==> src/rtl/interrupt_controller_pkg.sv <==
// Shared definitions for the nested interrupt controller: FSM states,
// channel limit and the ISR address helper.
package interrupt_controller_pkg;

    localparam int MAX_IRQ = 16;

    typedef enum logic [1:0] {
        IDLE    = 2'd0,
        REQ     = 2'd1,
        HOLDOFF = 2'd2,
        RET     = 2'd3
    } irq_state_t;

    // The caller truncates to the PC width, so the address wraps modulo 2^PC_W.
    function automatic logic [31:0] irq_vec_addr(input int unsigned id,
                                                 input int unsigned num_irq,
                                                 input int unsigned base,
                                                 input int unsigned stride);
        return base + stride * (num_irq - 1 - id);
    endfunction

endpackage

==> src/rtl/irq_priority_enc.sv <==
// Finds the highest set bit of a request vector and reports whether any bit is set.
module irq_priority_enc #(
    parameter int W     = 8,
    parameter int IDX_W = 3
) (
    input  logic [W-1:0]     vec,
    output logic             found,
    output logic [IDX_W-1:0] idx
);

    always_comb begin
        found = 1'b0;
        idx   = '0;
        for (int i = 0; i < W; i++) begin
            if (vec[i]) begin
                found = 1'b1;
                idx   = i[IDX_W-1:0];
            end
        end
    end

endmodule

==> src/rtl/interrupt_controller.sv <==
// Nested interrupt controller: latches level/edge requests, arbitrates by index,
// presents one vector at a time via valid/ack and tracks the in-service set.
module interrupt_controller
    import interrupt_controller_pkg::*;
#(
    parameter int                 NUM_IRQ    = 8,
    parameter int                 PC_W       = 10,
    parameter int                 VEC_BASE   = 988,
    parameter int                 VEC_STRIDE = 3,
    parameter logic [NUM_IRQ-1:0] EDGE_MODE  = '0,
    localparam int                ID_W       = (NUM_IRQ > 1) ? $clog2(NUM_IRQ) : 1
) (
    input  logic               clk,
    input  logic               rst,
    input  logic [NUM_IRQ-1:0] irq_in,
    input  logic [NUM_IRQ-1:0] irq_mask,
    input  logic               gie,
    input  logic [NUM_IRQ-1:0] irq_clr,
    input  logic               entry_ok,
    input  logic               irq_ack,
    input  logic               reti,
    output logic               irq_valid,
    output logic [PC_W-1:0]    irq_vector,
    output logic [ID_W-1:0]    irq_id,
    output logic               stall_pc,
    output logic [NUM_IRQ-1:0] irq_active,
    output logic [NUM_IRQ-1:0] irq_pending
);

    irq_state_t         state;
    logic [NUM_IRQ-1:0] pending;
    logic [NUM_IRQ-1:0] pending_next;
    logic [NUM_IRQ-1:0] active;
    logic [NUM_IRQ-1:0] prev_in;
    logic [NUM_IRQ-1:0] eligible;
    logic               ret_pend;
    logic               cand_found;
    logic               act_found;
    logic [ID_W-1:0]    cand_id;
    logic [ID_W-1:0]    act_top;
    logic               preempt_ok;
    logic               ack_take;

    assign eligible   = pending & irq_mask & ~active & {NUM_IRQ{gie}};
    assign preempt_ok = cand_found && (!act_found || (cand_id > act_top));
    assign ack_take   = (state == REQ) && irq_ack;

    assign irq_active  = active;
    assign irq_pending = pending;

    irq_priority_enc #(.W(NUM_IRQ), .IDX_W(ID_W)) u_cand_enc (
        .vec   (eligible),
        .found (cand_found),
        .idx   (cand_id)
    );

    irq_priority_enc #(.W(NUM_IRQ), .IDX_W(ID_W)) u_active_enc (
        .vec   (active),
        .found (act_found),
        .idx   (act_top)
    );

    // Edge channels hold until entered; level channels mirror the line; clear wins last.
    always_comb begin
        pending_next = pending;
        if (ack_take) begin
            pending_next[irq_id] = pending[irq_id] & ~EDGE_MODE[irq_id];
        end
        pending_next = pending_next | (irq_in & ~prev_in & EDGE_MODE);
        pending_next = (pending_next & EDGE_MODE) | (irq_in & ~EDGE_MODE);
        pending_next = pending_next & ~irq_clr;
    end

    always_ff @(posedge clk) begin
        if (rst) begin
            pending <= '0;
            prev_in <= '0;
        end else begin
            pending <= pending_next;
            prev_in <= irq_in;
        end
    end

    always_ff @(posedge clk) begin
        if (rst) begin
            state      <= IDLE;
            active     <= '0;
            ret_pend   <= 1'b0;
            irq_valid  <= 1'b0;
            stall_pc   <= 1'b0;
            irq_id     <= '0;
            irq_vector <= '0;
        end else begin
            case (state)
                IDLE: begin
                    // A return queued during a handshake keeps a second one alive.
                    if (reti || ret_pend) begin
                        state    <= RET;
                        ret_pend <= reti && ret_pend;
                    end else if (preempt_ok && entry_ok) begin
                        state      <= REQ;
                        irq_valid  <= 1'b1;
                        stall_pc   <= 1'b1;
                        irq_id     <= cand_id;
                        irq_vector <= PC_W'(irq_vec_addr(32'(cand_id), NUM_IRQ,
                                                         VEC_BASE, VEC_STRIDE));
                    end
                end
                REQ: begin
                    if (reti) begin
                        ret_pend <= 1'b1;
                    end
                    if (irq_ack) begin
                        active[irq_id] <= 1'b1;
                        state          <= HOLDOFF;
                        irq_valid      <= 1'b0;
                        stall_pc       <= 1'b0;
                        irq_id         <= '0;
                        irq_vector     <= '0;
                    end
                end
                HOLDOFF: begin
                    if (reti) begin
                        ret_pend <= 1'b1;
                    end
                    state <= IDLE;
                end
                RET: begin
                    if (act_found) begin
                        active[act_top] <= 1'b0;
                    end
                    state <= IDLE;
                end
                default: state <= IDLE;
            endcase
        end
    end

endmodule
==> config.mk <==
export PLATFORM = sky130hd
export DESIGN_NAME = interrupt_controller
export DESIGN_NICKNAME = d
export VERILOG_FILES = /design/src/rtl/interrupt_controller_pkg.sv /design/src/rtl/irq_priority_enc.sv /design/src/rtl/interrupt_controller.sv
export SDC_FILE = /design/constraint.sdc
export NUM_CORES = 1
export LEC_CHECK = 0
export BUFFER_PORTS_ARGS = -buffer_cell sky130_fd_sc_hd__buf_2
export CAP_MARGIN = 20
export CORE_MARGIN = 3
export CORE_UTILIZATION = 40
export DETAILED_ROUTE_END_ITERATION = 8
export PLACE_DENSITY = 0.69
export SLEW_MARGIN = 20
export SYNTH_ARGS = -nofsm -noshare
export SYNTH_HDL_FRONTEND = slang
export SYNTH_SLANG_ARGS = --single-unit
==> constraint.sdc <==
create_clock -name clk -period 2.7 [get_ports clk]
set_clock_uncertainty 0.15 [all_clocks]
set_input_delay 0.54 -clock clk [delete_from_list [all_inputs] [get_ports clk]]
set_output_delay 0.54 -clock clk [all_outputs]
set_load 0.01 [all_outputs]
# Word-level counts from Yosys, hierarchy flattened
# Cells that the tools add are included.
# Widths: inputs -> output; s select.
[classes] add_sub_neg=2 n_mul=1 magnitude_cmp=5 eq_ne=10 mux=56 bitwise_logic=9 n_reduce_logical=18
[op_table] op="$and 8x8->8" count=5
[op_table] op="$mux 3" count=11
[op_table] op="$mux 10" count=3
[op_table] op="$mux 1" count=25
[op_table] op="$not 8->8" count=3
[op_table] op="$pmux 10 s2" count=1
[op_table] op="$mux 8" count=2
[op_table] op="$pmux 8 s2" count=1
[op_table] op="$mux 2" count=7
[op_table] op="$ne 2x2->1 const B" count=5
[op_table] op="$add 7x7->8 const A" count=1
[op_table] op="$lt 3x4->1 const B" count=2
[op_table] op="$or 8x8->8" count=1
[op_table] op="$mul 3x4->7 const A" count=1
[op_table] op="$demux 1 s3" count=2
[op_table] op="$ge 3x1->1 const B" count=2
[op_table] op="$pmux 2 s3" count=1
[op_table] op="$pmux 3 s2" count=1
[op_table] op="$reduce_and 3->1" count=2
[op_table] op="$reduce_bool 2->1" count=3
[op_table] op="$logic_and 1x1->1" count=5
[op_table] op="$eq 2x2->1 const B" count=2
[op_table] op="$pmux 1 s2" count=2
[op_table] op="$reduce_and 4->1" count=1
[op_table] op="other kinds (10)" count=12
[word_totals] register_bits=33 inputBits=30 output_inout_bits=31 elab_cells=108

# Logic depth before layout (Yosys ltp)
[depth] depth_word=17 depth_mapped=14 depth_no_buf=13

# Modules after synthesis
# Synthesis repeated with hierarchy kept, for this count alone.
[unflattened] cells_unflattened=210 area_unflattened_um2=1821.7
[by_module_without_submodules] module="interrupt_controller" n_inst=1 cells_each=186 area_each_um2=1706.6 seq_area_each_um2=620.6
[by_module_without_submodules] module="irq_priority_enc" n_inst=2 cells_each=12 area_each_um2=57.6 seq_area_each_um2=0.0

# Worst setup path after synthesis
# No wires, ideal clock.
[synth_timing] kind="input-to-reg" start="input gie" end="register irq_id[1]" setup_ps=92 arrival_ps=2699 required_ps=2458 setup_slack_ps=-242 path_stages=12 n_path_buf=1 cell_sequence="buf_2 > and4b_1 > o21ai_0 > a21boi_0 > o21ai_0 > inv_1 > ha_1 > and3b_1 > o21ai_0 > a2111oi_4 > nand2_1 > o32ai_1"
[synth_between] elab_chain_len=14 elab_cells_between_ends=25 classes_between="1 x order compare; 1 x eq/ne; 18 x mux; 1 x bitwise; 4 x reduce/logical"
[synth_lines] item="from (decl)" line="interrupt_controller.sv:17" rtl="input logic gie,"
[synth_lines] item="$and 8x8->8 (*)" line="interrupt_controller.sv:44" rtl="assign eligible = pending & irq_mask & ~active & {NUM_IRQ{gie}};"
[synth_lines] item="$mux 1" line="irq_priority_enc.sv:15" rtl="if (vec[i]) begin"
[synth_lines] item="$mux 2 (2 in a row)" line="irq_priority_enc.sv:15"
[synth_lines] item="$mux 3 (4 in a row)" line="irq_priority_enc.sv:15"
[synth_lines] item="$gt 3x3->1" line="interrupt_controller.sv:45" rtl="assign preempt_ok = cand_found && (!act_found || (cand_id > act_top));"
[synth_lines] item="$logic_or 1x1->1" line="interrupt_controller.sv:45"
[synth_lines] item="$logic_and 1x1->1" line="interrupt_controller.sv:45"
[synth_lines] item="$logic_and 1x1->1" line="interrupt_controller.sv:100" rtl="end else if (preempt_ok && entry_ok) begin"
[synth_lines] item="$ne 2x2->1 (no line)"
[synth_lines] item="$reduce_and 4->1 (no line)"
[synth_lines] item="to (signal assigned)" line="interrupt_controller.sv:104" rtl="irq_id <= cand_id;"
[synth_lines] item="to (decl)" line="interrupt_controller.sv:24" rtl="output logic [ID_W-1:0] irq_id,"
# Mark *: on every way between the ends. The rest lies on a longest branch, timed or not. The select of a mux whose other input is x is not followed.
# A chain may end at the register's enable or synchronous reset.

# Final worst setup path
[layout_timing] start="register active[2] (netlist: irq_active[2])" end="register irq_vector[8]"
[layout_between] elab_chain_len=15 elab_cells_between_ends=40 classes_between="2 x add/sub; 1 x mul; 1 x order compare; 1 x eq/ne; 27 x mux; 3 x bitwise; 5 x reduce/logical"
[layout_lines] item="from (decl)" line="interrupt_controller.sv:33" rtl="logic [NUM_IRQ-1:0] active;"
[layout_lines] item="from (signal assigned)" line="interrupt_controller.sv:87" rtl="active <= '0;"
[layout_lines] item="from (signal, indexed assignment)" line="interrupt_controller.sv:114" rtl="active[irq_id] <= 1'b1;"
[layout_lines] item="from (signal, indexed assignment)" line="interrupt_controller.sv:130" rtl="active[act_top] <= 1'b0;"
[layout_lines] item="$not 8->8" line="interrupt_controller.sv:44"
[layout_lines] item="$and 8x8->8 (2 in a row)" line="interrupt_controller.sv:44"
[layout_lines] item="$mux 2 (2 in a row)" line="irq_priority_enc.sv:15"
[layout_lines] item="$mux 3 (4 in a row)" line="irq_priority_enc.sv:15"
[layout_lines] item="$sub 3x3->4 or $gt 3x3->1 (tied branches)" line="interrupt_controller_pkg.sv:19, interrupt_controller.sv:45"
[layout_lines] item="$mul 3x4->7 or $logic_or 1x1->1 (tied branches)" line="interrupt_controller_pkg.sv:19, interrupt_controller.sv:45"
[layout_lines] item="$add 7x7->8 or $logic_and 1x1->1 (tied branches)" line="interrupt_controller_pkg.sv:19, interrupt_controller.sv:45"
[layout_lines] item="$mux 10 or $logic_and 1x1->1 (tied branches)" line="interrupt_controller.sv:100"
[layout_lines] item="$mux 10 or $ne 2x2->1 (tied branches)"
[layout_lines] item="$pmux 10 s2 or $reduce_and 4->1 (tied branches)"
[layout_lines] item="to (signal assigned)" line="interrupt_controller.sv:105" rtl="irq_vector <= PC_W'(irq_vec_addr(32'(cand_id), NUM_IRQ,"
[layout_lines] item="to (decl)" line="interrupt_controller.sv:23" rtl="output logic [PC_W-1:0] irq_vector,"
# Several ways; a longest one is shown, not always the timed one. The select of a mux whose other input is x is not followed.

==> run summary <==
ys async rst share -> 0%
drt total wl -> 4824 µm
required time worst endpoint -> 2.76 ns
DIE WIDTH -> 72.22 µm
share of cells above drive strength 1 -> 37.28%
Hold Vio Cnt, Final -> 0
Slew @ Worst Pin -> 0.5162 ns
Max Cap Viol -> 0
Combinational Power Share -> 33.5%
M2 GR Usage -> 29.63%
Top Family by Delay on Critical Path -> simple AND/OR/NAND/NOR gates
number of remaining DRC errors -> 0
Setup crit end kind -> flop
gr ovfl total -> 0
final worst-path cycle share -> 94.95%
CP Launch Type -> flop
num ports -> 61
CTS sink count -> 30
Cell Area, Placed -> 2212 µm²
syn nets -> 246
Yosys cell types -> 45
cell count after synthesis -> 202
Total Routing Usage GR -> 19.08%
drt first-iter violations -> 120
diode count -> 0
port bufs -> 60
gpl congestion -> 0.8972
WP data arrival -> 2.63 ns
Setup-failing EPs final -> 0
R2R Setup Slk -> 0.14 ns
CP Class -> flop to flop
DP Worst Slack -> -0.1982 ns
row cnt -> 23
Post-Syn Area -> 1754 µm²
Clk Latency, worst-skew pair -> 0.29 ns
Slew Limit Fails -> 0
hold buffer count at cts -> 0
Final Instance Area -> 2381 µm²
Main synth FF type -> dfxtp_1
Avg WL per Cell -> 14.66 µm
Switch Pwr -> 0.4801 mW
clk buf depth -> 2
number of enable flip-flop cells after synthesis -> 0
Final Power -> 1.355 mW
clock-pin transition on the worst setup and hold timing paths -> 0.07 ns
initial antenna violation count -> 0
DR vias/cell -> 5.468
slack of the critical path -> 0.1363 ns
CTS Buf Count -> 5
DIE AREA -> 5216 µm²
number of global-route vias before repair -> 1,684
Hold EP -> irq_pending[2]
root buf cell -> clkbuf_8
Critical path buffers and inverters -> 1
syn avg cell area -> 8.684 µm²
Pwr Density -> 569.2 nW/µm²
Seq/Total Area, Yosys -> 34.24%
CTS H-tree lvls -> 2
Reg2Reg Capture Point -> irq_vector[8]
Largest stage delay, worst path -> 0.48 ns
f_max -> 390.1 MHz
internal power -> 0.8751 mW
CTS tree -> done
GRT met1 Usage -> 25.02%
CORE AREA -> 4115 µm²
Pleak -> 1.071 nW
crit-path max FO -> 4
largest net degree at the start of global routing -> 24
CP max stage cell -> or4b_1
Peak VDD IR -> 0.3555 mV
worst path cell trace -> and4b_1 > o21ai_2 > a21boi_1 > o21ai_1 > inv_1 > ha_2 > and3b_1 > o21a_1 > o221ai_4 > or4b_1 > o211ai_1
Hold Path Class -> primary input to flop
switching share of power -> 35.43%
Clk network pwr share -> 28.6%
routed vias -> 1,799
Top Usage Layer GRT -> met2
dpl hpwl -> 3652 µm
drt first pass iters -> 4
Die Y -> 72.22 µm
r2r startpoint -> irq_active[2]
Max transition margin -> 65.55%
area grow syn2layout -> 35.73%
Antenna Nets Post-Route -> 0
status -> finished clean
Yosys warning count -> 0
met3 GRT Util -> 4.432%
initial core utilization -> 42.63%
worst r2r path cells -> 11
global-route wire length before repair -> 7631 µm
RSZ-0062 raised after global routing -> true
crit path from -> irq_active[2]
flops & latches, synth -> 30
HP Start -> irq_clr[2]
sequential power share -> 37.9%
Layout Nets -> 322
min cycle time layout -> 2.564 ns
worst hold path depth -> 2
==> cell usage after synthesis (all sizes together) (2+ instances only) <==
library cell	n	share of area (%)
a31oi	4	1.4
mux2i	2	1.1
nor2b	2	0.71
nand2b	4	1.4
nand3	9	2.6
a21o	2	0.86
a21oi	9	2.6
nand4b	8	4.0
nor2	6	1.3
and4b	2	1.1
o211ai	3	1.3
nor3	4	1.1
nor3b	8	3.4
o31ai	2	0.86
dfxtp	30	34
o21ai	12	3.4
nor4	2	1.6
nand2	21	4.5
a211oi	4	1.7
ha	14	10
clkbuf	4	0.86
o32ai	3	1.5
buf	5	2.0
or2	2	0.71
nand4	5	1.8
o21a	3	1.3
inv	16	3.4
==> power groups by stage <==
| stage | Clock [mW] | Combinational [mW] | Sequential, mW |
|---|---|---|---|
| 4_1_cts | 0.398 | 0.427 | 0.514 |
| 6_report | 0.388 | 0.454 | 0.513 |
| 2_1_floorplan | 0 | 0.308 | 0.527 |
| 3_3_place_gp | 0 | 0.421 | 0.523 |
| 5_1_grt | 0.414 | 0.504 | 0.518 |
| 3_5_place_dp | 0 | 0.424 | 0.524 |
==> state kept, by name (all words and copies together), names as in the netlist <==
name and count:
irq_active 8, irq_pending 8, irq_vector 7, irq_id 3
state 2, ret_pend 1, stall_pc 1
==> what timing repair did <==
action                                  4_1_cts  5_1_grt
endpoints found under the setup margin        0       13
gates resized for setup                       0       13
hold endpoints to repair                      0        0
buffers inserted                              0        1
==> stage by stage <==
step           TNS (ns)  util [%]  cells  hold WS, ns
2_1_floorplan  -0.06897         -    202       0.3015
3_5_place_dp     -1.499     53.75    320       0.2895
3_3_place_gp     -1.129     53.75    320       0.2877
5_1_grt         -0.3676     57.86    329       0.2417
4_1_cts               0     56.07    328       0.2419
6_report              0     57.86    329       0.2470
==> per-layer routing <==
layer	up-vias	wire [µm]
li1	897	-
met1	834	2256
met2	61	2218
met3	7	244
met4	0	106
met5	-	0
==> logic make-up (layout without fill, tap and decap cells) <==
family,after synthesis,after routing,share of synthesized area [%]
muxes,2,2,1.141
DFF,30,30,34.24
buffers and inverters,25,102,6.276
adders and majority gates,14,14,9.986
AOI/OAI and AO/OA,54,54,22.11
and+or+nand+nor,77,77,26.25
==> worst max path at each step <==
stage,cells past startpoint,end,slack [ns]
floorplan,12,irq_vector[8],-0.07
global placement,15,irq_vector[5],-0.14
detailed placement,15,irq_vector[5],-0.20
CTS,14,irq_vector[5],0.04
global route,11,irq_vector[8],-0.09
finish,11,irq_vector[8],0.14
==> final cells by class <==
type,count,area (µm²)
Clock inverter,2,12.51
Multi-Input combinational cell,147,1104
Clock buffer,6,82.58
Sequential cell,30,605.6
Inverter,16,60.06
Tap cell,50,62.56
Fill cell,381,1734
Timing Repair Buffer,78,454.2
==> layout by cell type, fill, tap and decap left out, drive strengths merged, types with 2 or more instances in the layout <==
master / count
a211oi: 4
a21o: 2
a21oi: 9
a31oi: 4
and4b: 2
buf: 78
clkbuf: 6
dfxtp: 30
ha: 14
inv: 16
mux2i: 2
nand2: 21
nand2b: 4
nand3: 9
nand4: 5
nand4b: 8
nor2: 6
nor2b: 2
nor3: 4
nor3b: 8
nor4: 2
o211ai: 3
o21a: 3
o21ai: 12
o31ai: 2
o32ai: 3
or2: 2
Note: power is estimated with default switching activity, not from simulation.
